`config.mk`:
```
export PLATFORM = sky130hd
export DESIGN_NAME = perips_timer_mc
export DESIGN_NICKNAME = d
export VERILOG_FILES = /design/src/rtl/perips_timer_pkg.sv /design/src/rtl/perips_timer_ch.sv /design/src/rtl/perips_timer_mc.sv
export SDC_FILE = /design/constraint.sdc
export NUM_CORES = 2
export LEC_CHECK = 0
export CAP_MARGIN = 20
export CELL_PAD_IN_SITES_DETAIL_PLACEMENT = 0
export CELL_PAD_IN_SITES_GLOBAL_PLACEMENT = 1
export CORE_MARGIN = 3
export CORE_UTILIZATION = 30
export CTS_CLUSTER_SIZE = 8
export DETAILED_ROUTE_END_ITERATION = 12
export PLACE_DENSITY_LB_ADDON = 0.1
export SLEW_MARGIN = 10
export SYNTH_ARGS = -nofsm -noshare
export SYNTH_HDL_FRONTEND = slang
export SYNTH_SLANG_ARGS = --single-unit
```
`constraint.sdc`:
```
create_clock -name clk_i -period 3.5 [get_ports clk_i]
set_input_delay 0.7 -clock clk_i [delete_from_list [all_inputs] [get_ports clk_i]]
set_output_delay 0.7 -clock clk_i [all_outputs]
set_load 0.01 [all_outputs]
```
`src/rtl/perips_timer_pkg.sv`:
```
// Shared register map, bit positions and types for the multi-channel peripheral timer.
// Optional PWM/compare logic is enabled by defining PERIPS_TIMER_PWM_EN.
`ifndef DATA_BUS_WIDTH
`define DATA_BUS_WIDTH 32
`endif

package perips_timer_pkg;

  localparam logic [4:0] REG_CR    = 5'h00;
  localparam logic [4:0] REG_SR    = 5'h04;
  localparam logic [4:0] REG_PSC   = 5'h08;
  localparam logic [4:0] REG_LOAD  = 5'h0C;
  localparam logic [4:0] REG_COUNT = 5'h10;
  localparam logic [4:0] REG_CMP   = 5'h14;

  localparam logic [7:0] REG_IRQ_STAT = 8'hF0;
  localparam logic [7:0] REG_ID       = 8'hF4;

  localparam int unsigned CR_EN      = 0;
  localparam int unsigned CR_ONESHOT = 1;
  localparam int unsigned CR_IE      = 2;
  localparam int unsigned SR_UIF     = 0;

  localparam int unsigned CH_STRIDE = 32'h20;
  localparam int unsigned CH_SHIFT  = 5;

  localparam logic [15:0] ID_MAGIC = 16'h544D;

  typedef enum logic {
    CH_IDLE,
    CH_RUN
  } ch_state_e;

  typedef struct packed {
    logic cr;
    logic sr;
    logic psc;
    logic load;
    logic count;
    logic cmp;
  } ch_we_t;

endpackage

```
`src/rtl/perips_timer_ch.sv`:
```
// One timer channel: prescaler, down-counter, IDLE/RUN state, sticky UIF, irq register.
// CMP register and registered PWM output exist only when PERIPS_TIMER_PWM_EN is defined.
module perips_timer_ch
  import perips_timer_pkg::*;
#(
  parameter int unsigned CNT_WIDTH = 32
) (
  input  logic                 clk,
  input  logic                 rst,
  input  ch_we_t               we,
  input  logic [2:0]           ctrl,
  input  logic [CNT_WIDTH-1:0] wdata,
  output logic [2:0]           cr,
  output logic                 uif,
  output logic [CNT_WIDTH-1:0] psc,
  output logic [CNT_WIDTH-1:0] load,
  output logic [CNT_WIDTH-1:0] count,
  output logic [CNT_WIDTH-1:0] cmp,
  output logic                 irq,
  output logic                 pwm
);

  ch_state_e            state, state_next;
  logic                 oneshot;
  logic                 ie;
  logic [CNT_WIDTH-1:0] psc_cnt;
  logic                 tick;
  logic                 expire;
  logic                 start;

  assign tick   = (state == CH_RUN) && (psc_cnt == psc);
  assign expire = tick && (count == '0);
  assign cr     = {ie, oneshot, state == CH_RUN};

  // An EN=1 write that lands on a one-shot expiry counts as a fresh start.
  always_comb begin
    state_next = state;
    start      = 1'b0;
    if (we.cr) begin
      if (ctrl[CR_EN]) begin
        start      = (state == CH_IDLE) || (expire && oneshot);
        state_next = CH_RUN;
      end else begin
        state_next = CH_IDLE;
      end
    end else if (expire && oneshot) begin
      state_next = CH_IDLE;
    end
  end

  always_ff @(posedge clk) begin
    if (rst) begin
      state   <= CH_IDLE;
      oneshot <= 1'b0;
      ie      <= 1'b0;
      uif     <= 1'b0;
      psc     <= '0;
      load    <= '0;
      count   <= '0;
      psc_cnt <= '0;
      irq     <= 1'b0;
    end else begin
      state <= state_next;
      if (we.cr) begin
        oneshot <= ctrl[CR_ONESHOT];
        ie      <= ctrl[CR_IE];
      end
      if (we.psc)  psc  <= wdata;
      if (we.load) load <= wdata;

      if (state_next == CH_IDLE || start || tick) psc_cnt <= '0;
      else                                        psc_cnt <= psc_cnt + 1'b1;

      if (we.count) begin
        count <= wdata;
      end else if (start) begin
        count <= load;
      end else if (tick) begin
        if (count != '0)   count <= count - 1'b1;
        else if (!oneshot) count <= load;
      end

      if (expire)                        uif <= 1'b1;
      else if (we.sr && ctrl[SR_UIF])    uif <= 1'b0;

      irq <= uif & ie;
    end
  end

`ifdef PERIPS_TIMER_PWM_EN
  always_ff @(posedge clk) begin
    if (rst) begin
      cmp <= '0;
      pwm <= 1'b0;
    end else begin
      if (we.cmp) cmp <= wdata;
      pwm <= (state == CH_RUN) && (count < cmp);
    end
  end
`else
  logic unused_cmp_we;
  assign unused_cmp_we = we.cmp;
  assign cmp = '0;
  assign pwm = 1'b0;
`endif

endmodule

```
`src/rtl/perips_timer_mc.sv`:
```
// Multi-channel peripheral timer: address decode, write fan-out, registered read mux, irq OR.
// Define PERIPS_TIMER_PWM_EN to add per-channel CMP registers and PWM outputs.
module perips_timer_mc
  import perips_timer_pkg::*;
#(
  parameter int unsigned NUM_CH     = 4,
  parameter int unsigned CNT_WIDTH  = 32,
  parameter int unsigned DATA_WIDTH = `DATA_BUS_WIDTH
) (
  input  logic                  clk_i,
  input  logic                  rst_i,
  input  logic [7:0]            addr_i,
  input  logic                  data_rd_i,
  input  logic                  data_we_i,
  input  logic [DATA_WIDTH-1:0] data_i,
  output logic [DATA_WIDTH-1:0] data_o,
  output logic [NUM_CH-1:0]     irq_ch_o,
  output logic                  irq_o,
  output logic [NUM_CH-1:0]     pwm_o
);

  logic [2:0]            ch_sel;
  logic [4:0]            offs;
  logic [CNT_WIDTH-1:0]  wdata;
  logic                  unused_data;
  ch_we_t                we_ch  [NUM_CH];
  logic [2:0]            cr_ch  [NUM_CH];
  logic [NUM_CH-1:0]     uif_ch;
  logic [CNT_WIDTH-1:0]  psc_ch [NUM_CH];
  logic [CNT_WIDTH-1:0]  load_ch[NUM_CH];
  logic [CNT_WIDTH-1:0]  cnt_ch [NUM_CH];
  logic [CNT_WIDTH-1:0]  cmp_ch [NUM_CH];
  logic [DATA_WIDTH-1:0] rd_val;

  assign ch_sel      = addr_i[7:CH_SHIFT];
  assign offs        = addr_i[CH_SHIFT-1:0];
  assign wdata       = data_i[CNT_WIDTH-1:0];
  assign unused_data = ^data_i;

  always_comb begin
    for (int unsigned c = 0; c < NUM_CH; c++) begin
      we_ch[c] = '0;
      if (data_we_i && ch_sel == 3'(c)) begin
        we_ch[c].cr    = (offs == REG_CR);
        we_ch[c].sr    = (offs == REG_SR);
        we_ch[c].psc   = (offs == REG_PSC);
        we_ch[c].load  = (offs == REG_LOAD);
        we_ch[c].count = (offs == REG_COUNT);
        we_ch[c].cmp   = (offs == REG_CMP);
      end
    end
  end

  for (genvar c = 0; c < NUM_CH; c++) begin : g_ch
    perips_timer_ch #(
      .CNT_WIDTH(CNT_WIDTH)
    ) u_ch (
      .clk  (clk_i),
      .rst  (rst_i),
      .we   (we_ch[c]),
      .ctrl (data_i[2:0]),
      .wdata(wdata),
      .cr   (cr_ch[c]),
      .uif  (uif_ch[c]),
      .psc  (psc_ch[c]),
      .load (load_ch[c]),
      .count(cnt_ch[c]),
      .cmp  (cmp_ch[c]),
      .irq  (irq_ch_o[c]),
      .pwm  (pwm_o[c])
    );
  end

  assign irq_o = |irq_ch_o;

  // Global registers sit in the channel-7 window, which is never a real channel.
  always_comb begin
    rd_val = '0;
    if (addr_i == REG_IRQ_STAT) begin
      rd_val = DATA_WIDTH'(irq_ch_o);
    end else if (addr_i == REG_ID) begin
      rd_val = DATA_WIDTH'({ID_MAGIC, 8'(NUM_CH), 8'(CNT_WIDTH)});
    end else begin
      for (int unsigned c = 0; c < NUM_CH; c++) begin
        if (ch_sel == 3'(c)) begin
          case (offs)
            REG_CR:    rd_val = DATA_WIDTH'(cr_ch[c]);
            REG_SR:    rd_val = DATA_WIDTH'(uif_ch[c]);
            REG_PSC:   rd_val = DATA_WIDTH'(psc_ch[c]);
            REG_LOAD:  rd_val = DATA_WIDTH'(load_ch[c]);
            REG_COUNT: rd_val = DATA_WIDTH'(cnt_ch[c]);
            REG_CMP:   rd_val = DATA_WIDTH'(cmp_ch[c]);
            default:   rd_val = '0;
          endcase
        end
      end
    end
  end

  always_ff @(posedge clk_i) begin
    if (rst_i)          data_o <= '0;
    else if (data_rd_i) data_o <= rd_val;
  end

endmodule

```
# --- After elaboration in Yosys (flattened, before gate mapping) ---
# Index checks and enable logic that the tools add are counted.
totals:
  output_inout_bits: 41
  in_bits: 44
  register_bits: 564
op_classes:
  mux: 59
  reduce_logical: 59
  eq_ne: 18
  bitwise: 12
  add_sub_neg: 8
op_table:
  columns: ["op", "count"]
  rows:
  - ["32-bit two-way mux", 26]
  - ["32-bit one-hot mux with 5 select lines", 4]
  - ["32-bit by 1-bit adder with 32-bit output (second input constant)", 4]
  - ["32-bit == test", 4]
  - ["32-bit zero test", 4]
  - ["32-bit nonzero test", 4]
  - ["32-bit by 1-bit subtractor with 32-bit output (second input constant)", 4]
  - ["1-bit two-way mux", 25]
  - ["6-bit two-way mux", 4]
  - ["1-bit logical AND", 20]
  - ["8-bit == test (second input constant)", 2]
  - ["4-bit by 3-bit inequality test with 1-bit output (second input constant)", 4]
  - ["1-bit logical OR", 12]
  - ["3-bit nonzero test", 4]
  - ["5-bit by 4-bit == test with 1-bit output (second input constant)", 2]
  - ["5-bit == test (second input constant)", 2]
  - ["1-bit NOT", 8]
  - ["2-bit AND reduction", 4]
  - ["2-bit nonzero test", 4]
  - ["2-bit OR reduction", 4]
  - ["3-bit by 2-bit == test with 1-bit output (second input constant)", 2]
  - ["5-bit by 3-bit == test with 1-bit output (second input constant)", 1]
  - ["5-bit zero test", 1]
  - ["1-bit bitwise AND", 4]
  - ["other kinds (3)", 3]

# --- Longest topological paths before layout ---
depth:
  ltp_word: 10
  ltp_mapped: 12
  mapped_depth_nobuf: 9

# --- Cells and area by module ---
# A second synthesis with hierarchy kept.
unflattened:
  cells_unflattened: 3956
  hier_area_um2: 33887.5
by_module_without_submodules:
  columns: ["mod", "n_inst", "cells_per_inst", "area_per_inst_um2"]
  rows:
  - ["perips_timer_ch at g_ch[0].u_ch ...", 3, 801, 7049.3]
  - ["perips_timer_ch at g_ch[3].u_ch", 1, 807, 6842.8]
  - ["perips_timer_mc", 1, 746, 5896.9]

# --- Worst setup path after synthesis ---
# No wires, ideal clock.
synth_timing:
  path_type: "input port to flip-flop"
  from: "in addr_i[1]"
  to: "reg g_ch[2].u_ch.count[23]"
  required_ps: 3384
  path_buffers: 2
  stages: 9
  t_arrival_ps: 2841
  path_slack_ps: 543
  path_cell_list: "or4_1 -> nor3_1 -> nor2b_1 -> a2111oi_4 -> or2_1 -> buf_2 -> buf_2 -> o21ai_0 -> a31o_2"
synth_between:
  elab_chain_cells: 5
  word_cells_on_any_way: 9
synth_lines:
  columns: ["element", "line", "rtl"]
  rows:
  - ["start, declared", "perips_timer_mc.sv:12", "input logic [7:0] addr_i,"]
  - ["5-bit zero test", "perips_timer_mc.sv:44", "we_ch[c].cr = (offs == REG_CR);"]
  - ["6-bit two-way mux (*)", "perips_timer_mc.sv:43", "if (data_we_i && ch_sel == 3'(c)) begin"]
  - ["1-bit two-way mux", "perips_timer_ch.sv:39", "if (we.cr) begin"]
  - ["4-bit by 3-bit inequality test with 1-bit output (no source line) (tied with other cells)", null, null]
  - ["2-bit AND reduction (no source line) / 32-bit two-way mux (equally long branches)", null, null]
  - ["end signal, assigned", "perips_timer_ch.sv:75", "count <= wdata;"]
  - ["end signal, assigned", "perips_timer_ch.sv:77", "count <= load;"]
  - ["end signal, assigned", "perips_timer_ch.sv:79", "if (count != '0) count <= count - 1'b1;"]
  - ["end, declared", "perips_timer_ch.sv:17", "output logic [CNT_WIDTH-1:0] count,"]
# Every way passes the cells marked *; elsewhere a longest branch is shown, timed or not.
# A chain may end at the register's enable or synchronous reset.

# --- Worst setup path in the final report ---
layout_timing:
  from: "in addr_i[4]"
  to: "reg data_o[8]"
layout_between:
  elab_chain_cells: 8
  word_cells_on_any_way: 17
layout_lines:
  columns: ["element", "line", "rtl"]
  rows:
  - ["5-bit == test (tied with other cells)", "perips_timer_mc.sv:86", "case (offs)"]
  - ["32-bit one-hot mux with 5 select lines", "perips_timer_mc.sv:86", null]
  - ["32-bit two-way mux (4 in a row)", "perips_timer_mc.sv:85", "if (ch_sel == 3'(c)) begin"]
  - ["32-bit two-way mux", "perips_timer_mc.sv:81", "end else if (addr_i == REG_ID) begin"]
  - ["32-bit two-way mux (*)", "perips_timer_mc.sv:79", "if (addr_i == REG_IRQ_STAT) begin"]
  - ["end signal, assigned", "perips_timer_mc.sv:102", "else if (data_rd_i) data_o <= rd_val;"]
  - ["end, declared", "perips_timer_mc.sv:16", "output logic [DATA_WIDTH-1:0] data_o,"]
# Marks and branches as above.

==> summary.md <==
| Metric | Value |
|---|---|
| Total Routing Usage GR | 0.288 |
| Cell Area, Synth | roughly 0.03 mm2 |
| Number of global-route vias before repair | 29,800 |
| Leak | about 13 nW |
| Number of synthesized flops with an enable pin | 0 |
| Total power | about 15 mW |
| Max-cap violations | 0 |
| Critical path fanouts, max | 13 |
| Worst path max stage delay | 870 ps |
| Sequential share of the synthesized area | 0.369 |
| Max-slew violation count | 0 |
| Area contributors post-synth | dfxtp_1 (37%), nand2_1 (9.9%), a21oi_1 (7.1%) |
| WP data arrival | a little under 4000 ps |
| Via count | roughly 32,000 |
| Final min period | between 3000 and 4000 ps |
| PD cells | between 400 and 500 mW/mm2 |
| Final nets | roughly 4,300 |
| Clock root buffer | clkbuf_16 |
| Final non-filler cell total | 5,639 |
| H-tree levels | 3 |
| Crit path max-delay family | buffers and inverters |
| Core box area | between 0.1 and 0.15 mm2 |
| Hold Fails Final Rpt | 0 |
| Commonest cells in the netlist | nand2_1 (806), dfxtp_1 (564), a21oi_1 (436) |
| Std-Cell Rows | around 120 |
| Hold-fix buffers, CTS | 0 |
| Top-area cell type share of the netlist area | 0.369 |
| Resized Gates After CTS | 0 |
| DRC Markers | 0 |
| Worst Skew | approximately 37 ps |
| Via density per instance | roughly 5.6 |
| Slowest-stage cell, CP | or4b_2 |
| Synth Flop Type | dfxtp_1 |
| Worst path bufs/invs | 5 |
| Clock Path Buffers | 3 |
| Worst-margin pin slew | 1170 ps |
| Final wirelength | 157 mm |
| Placed insts | roughly 5,500 |
| Layout area overhead | 22.3% |
| Syn Inst Count | ~4,000 |
| TritonCTS clock tree | done |
| WP data required | about 4100 ps |
| Seq cells post-synth | roughly 560 |
| Die area | 0.106 mm2 |
| Relative slew slack | 0.221 |
| Largest net degree at the start of global routing | about 80 |
| Initial DRT Pass Iterations | 8 |
| Mapped Avg Cell Area | 7.56 um2 |
| PortBufs | 80 |
| Unrepaired setup endpoints after global routing | no |
| Die width | approximately 330 um |
| CP most frequent cell | buf_4 |
| Clock Latency Late Sink | a little under 700 ps |
| Antenna violations before repair | 12 |
| Layout cells sized above 1 | 0.126 |
| Worst VDD drop | about 320 uV |
| Clk sinks | approximately 560 |
| Dpl hpwl | between 100 and 150 mm |
| # setup viols final | 0 |
| Largest area contributor in the netlist | dfxtp_1 |
| Ant diodes | 0 |
| Status | completed |
| Drt initial violations | around 3,400 |
| Critical path startpoint category | input pin |
| Ys Warns | 0 |
| First-pass GRT wire length | 224 mm |
| I/O pin count | 85 |
| Initial core utilization | 0.304 |
| Fmax | a little under 0.3 GHz |
| Die H | between 300 and 400 um |
| Clock slew at reported path FFs | around 60 ps |
| Yosys cell types | 86 |
| FFs w/ async S/R, synth | 0 |
| Critical path endpoint category | flip-flop |
| Worst-path cell chain | clkdlybuf4s50_1 > buf_12 > or4b_2 > buf_4 > o21ai_0 > buf_4 > a21oi_1 > o21ai_0 > buf_4 > a22o_1 |
| Post-route ant nets | 0 |
| RD Place Congestion | 0.954 |
| CTS Buf Count | a little over 80 |
| Count leader, synth | nand2_1 |
| FF-to-FF setup slack | between 400 and 500 ps |
| WL/cell | around 28 um |
| GRT overflow | 0 |
| Critical setup path kind | input pin to flip-flop |
| Setup bufs post-CTS | 0 |
| Hold Crit Class | input pin to flip-flop |
| Period utilization | 0.960 |
==> final timing paths <==
kind / from / end / depth (start not counted)
max: addr_i[4] / data_o[8] / 10
min: rst_i / g_ch[0].u_ch.psc[0] / 2
max reg2reg: g_ch[0].u_ch.count[12] / g_ch[0].u_ch.count[11] / 6
min reg2reg: g_ch[0].u_ch.ie / g_ch[0].u_ch.ie / 2
==> worst register-to-register path: stages, from the launching register on <==
cell and delay, ps:
dfxtp_1 370, or4_4 610, or4_1 610, o31ai_1 840, o21ai_0 230, a21oi_1 180, a211oi_1 80
==> area by class of cell <==
cell class	instances	area, um2
inverter	42	158
sequential	564	11300
tap	1357	1700
fill	10700	63300
clock buffer	101	2200
timing repair buffer	440	4040
multi-input combinational	3130	18000
clock inverter	5	62.6
==> power breakdown <==
group,total [mW],internal [mW],switching (mW)
Combinational,1.34,0.445,0.899
Sequential,6.47,6.45,0.0268
Clock,7.53,4.34,3.19
==> metal layers <==
layer  up-vias  GRT usage  part of all wire
met4         2      0.102             0.036
met3       221     0.0518             0.074
met5         -          0          0.000083
met1     15500      0.411              0.46
li1      14800          -                 -
met2      1175      0.431              0.43
==> cells by family after synthesis <==
kind of cell	after synthesis	share of synthesized area
compound gates	1001	0.211
xor+xnor	295	0.0844
fa+ha+maj	12	0.00490
buf+inv	362	0.0479
flops	564	0.369
mux	85	0.0281
other cells	1	0.000122
simple gates	1733	0.255
==> flip-flops by register name, summed over array words and instances, names as in the netlist <==
| register | count |
|---|---|
| g_ch.u_ch.irq | 4 |
| g_ch.u_ch.load | 128 |
| g_ch.u_ch.count | 128 |
| g_ch.u_ch.uif | 4 |
| g_ch.u_ch.ie | 4 |
| g_ch.u_ch.state | 4 |
| data_o | 32 |
| g_ch.u_ch.psc_cnt | 128 |
| g_ch.u_ch.psc | 128 |
| g_ch.u_ch.oneshot | 4 |
==> stage by stage <==
step	setup slack (ps)	area, um2	hold WS [ps]	TNS, ps	utilization
floorplan	543	30600	440	0	-
global placement	-429	35200	457	-13180	0.349
detailed placement	-486	35200	464	-18920	0.349
CTS	217	37500	430	0	0.372
global route	134	37500	452	0	0.372
finish	138	37500	452	0	0.372
==> cells in the final DEF, fill, tap and decap left out, drive strengths merged, types with 75 or more instances in the layout <==
cell    instances
xnor2         161
a21oi         437
buf           367
mux2i          76
nor4           75
nand2         806
xor2          134
o21ai         129
nor2          400
nand3          96
nor3          110
clkbuf        101
dfxtp         564
Power figures use the tool's default switching activity.
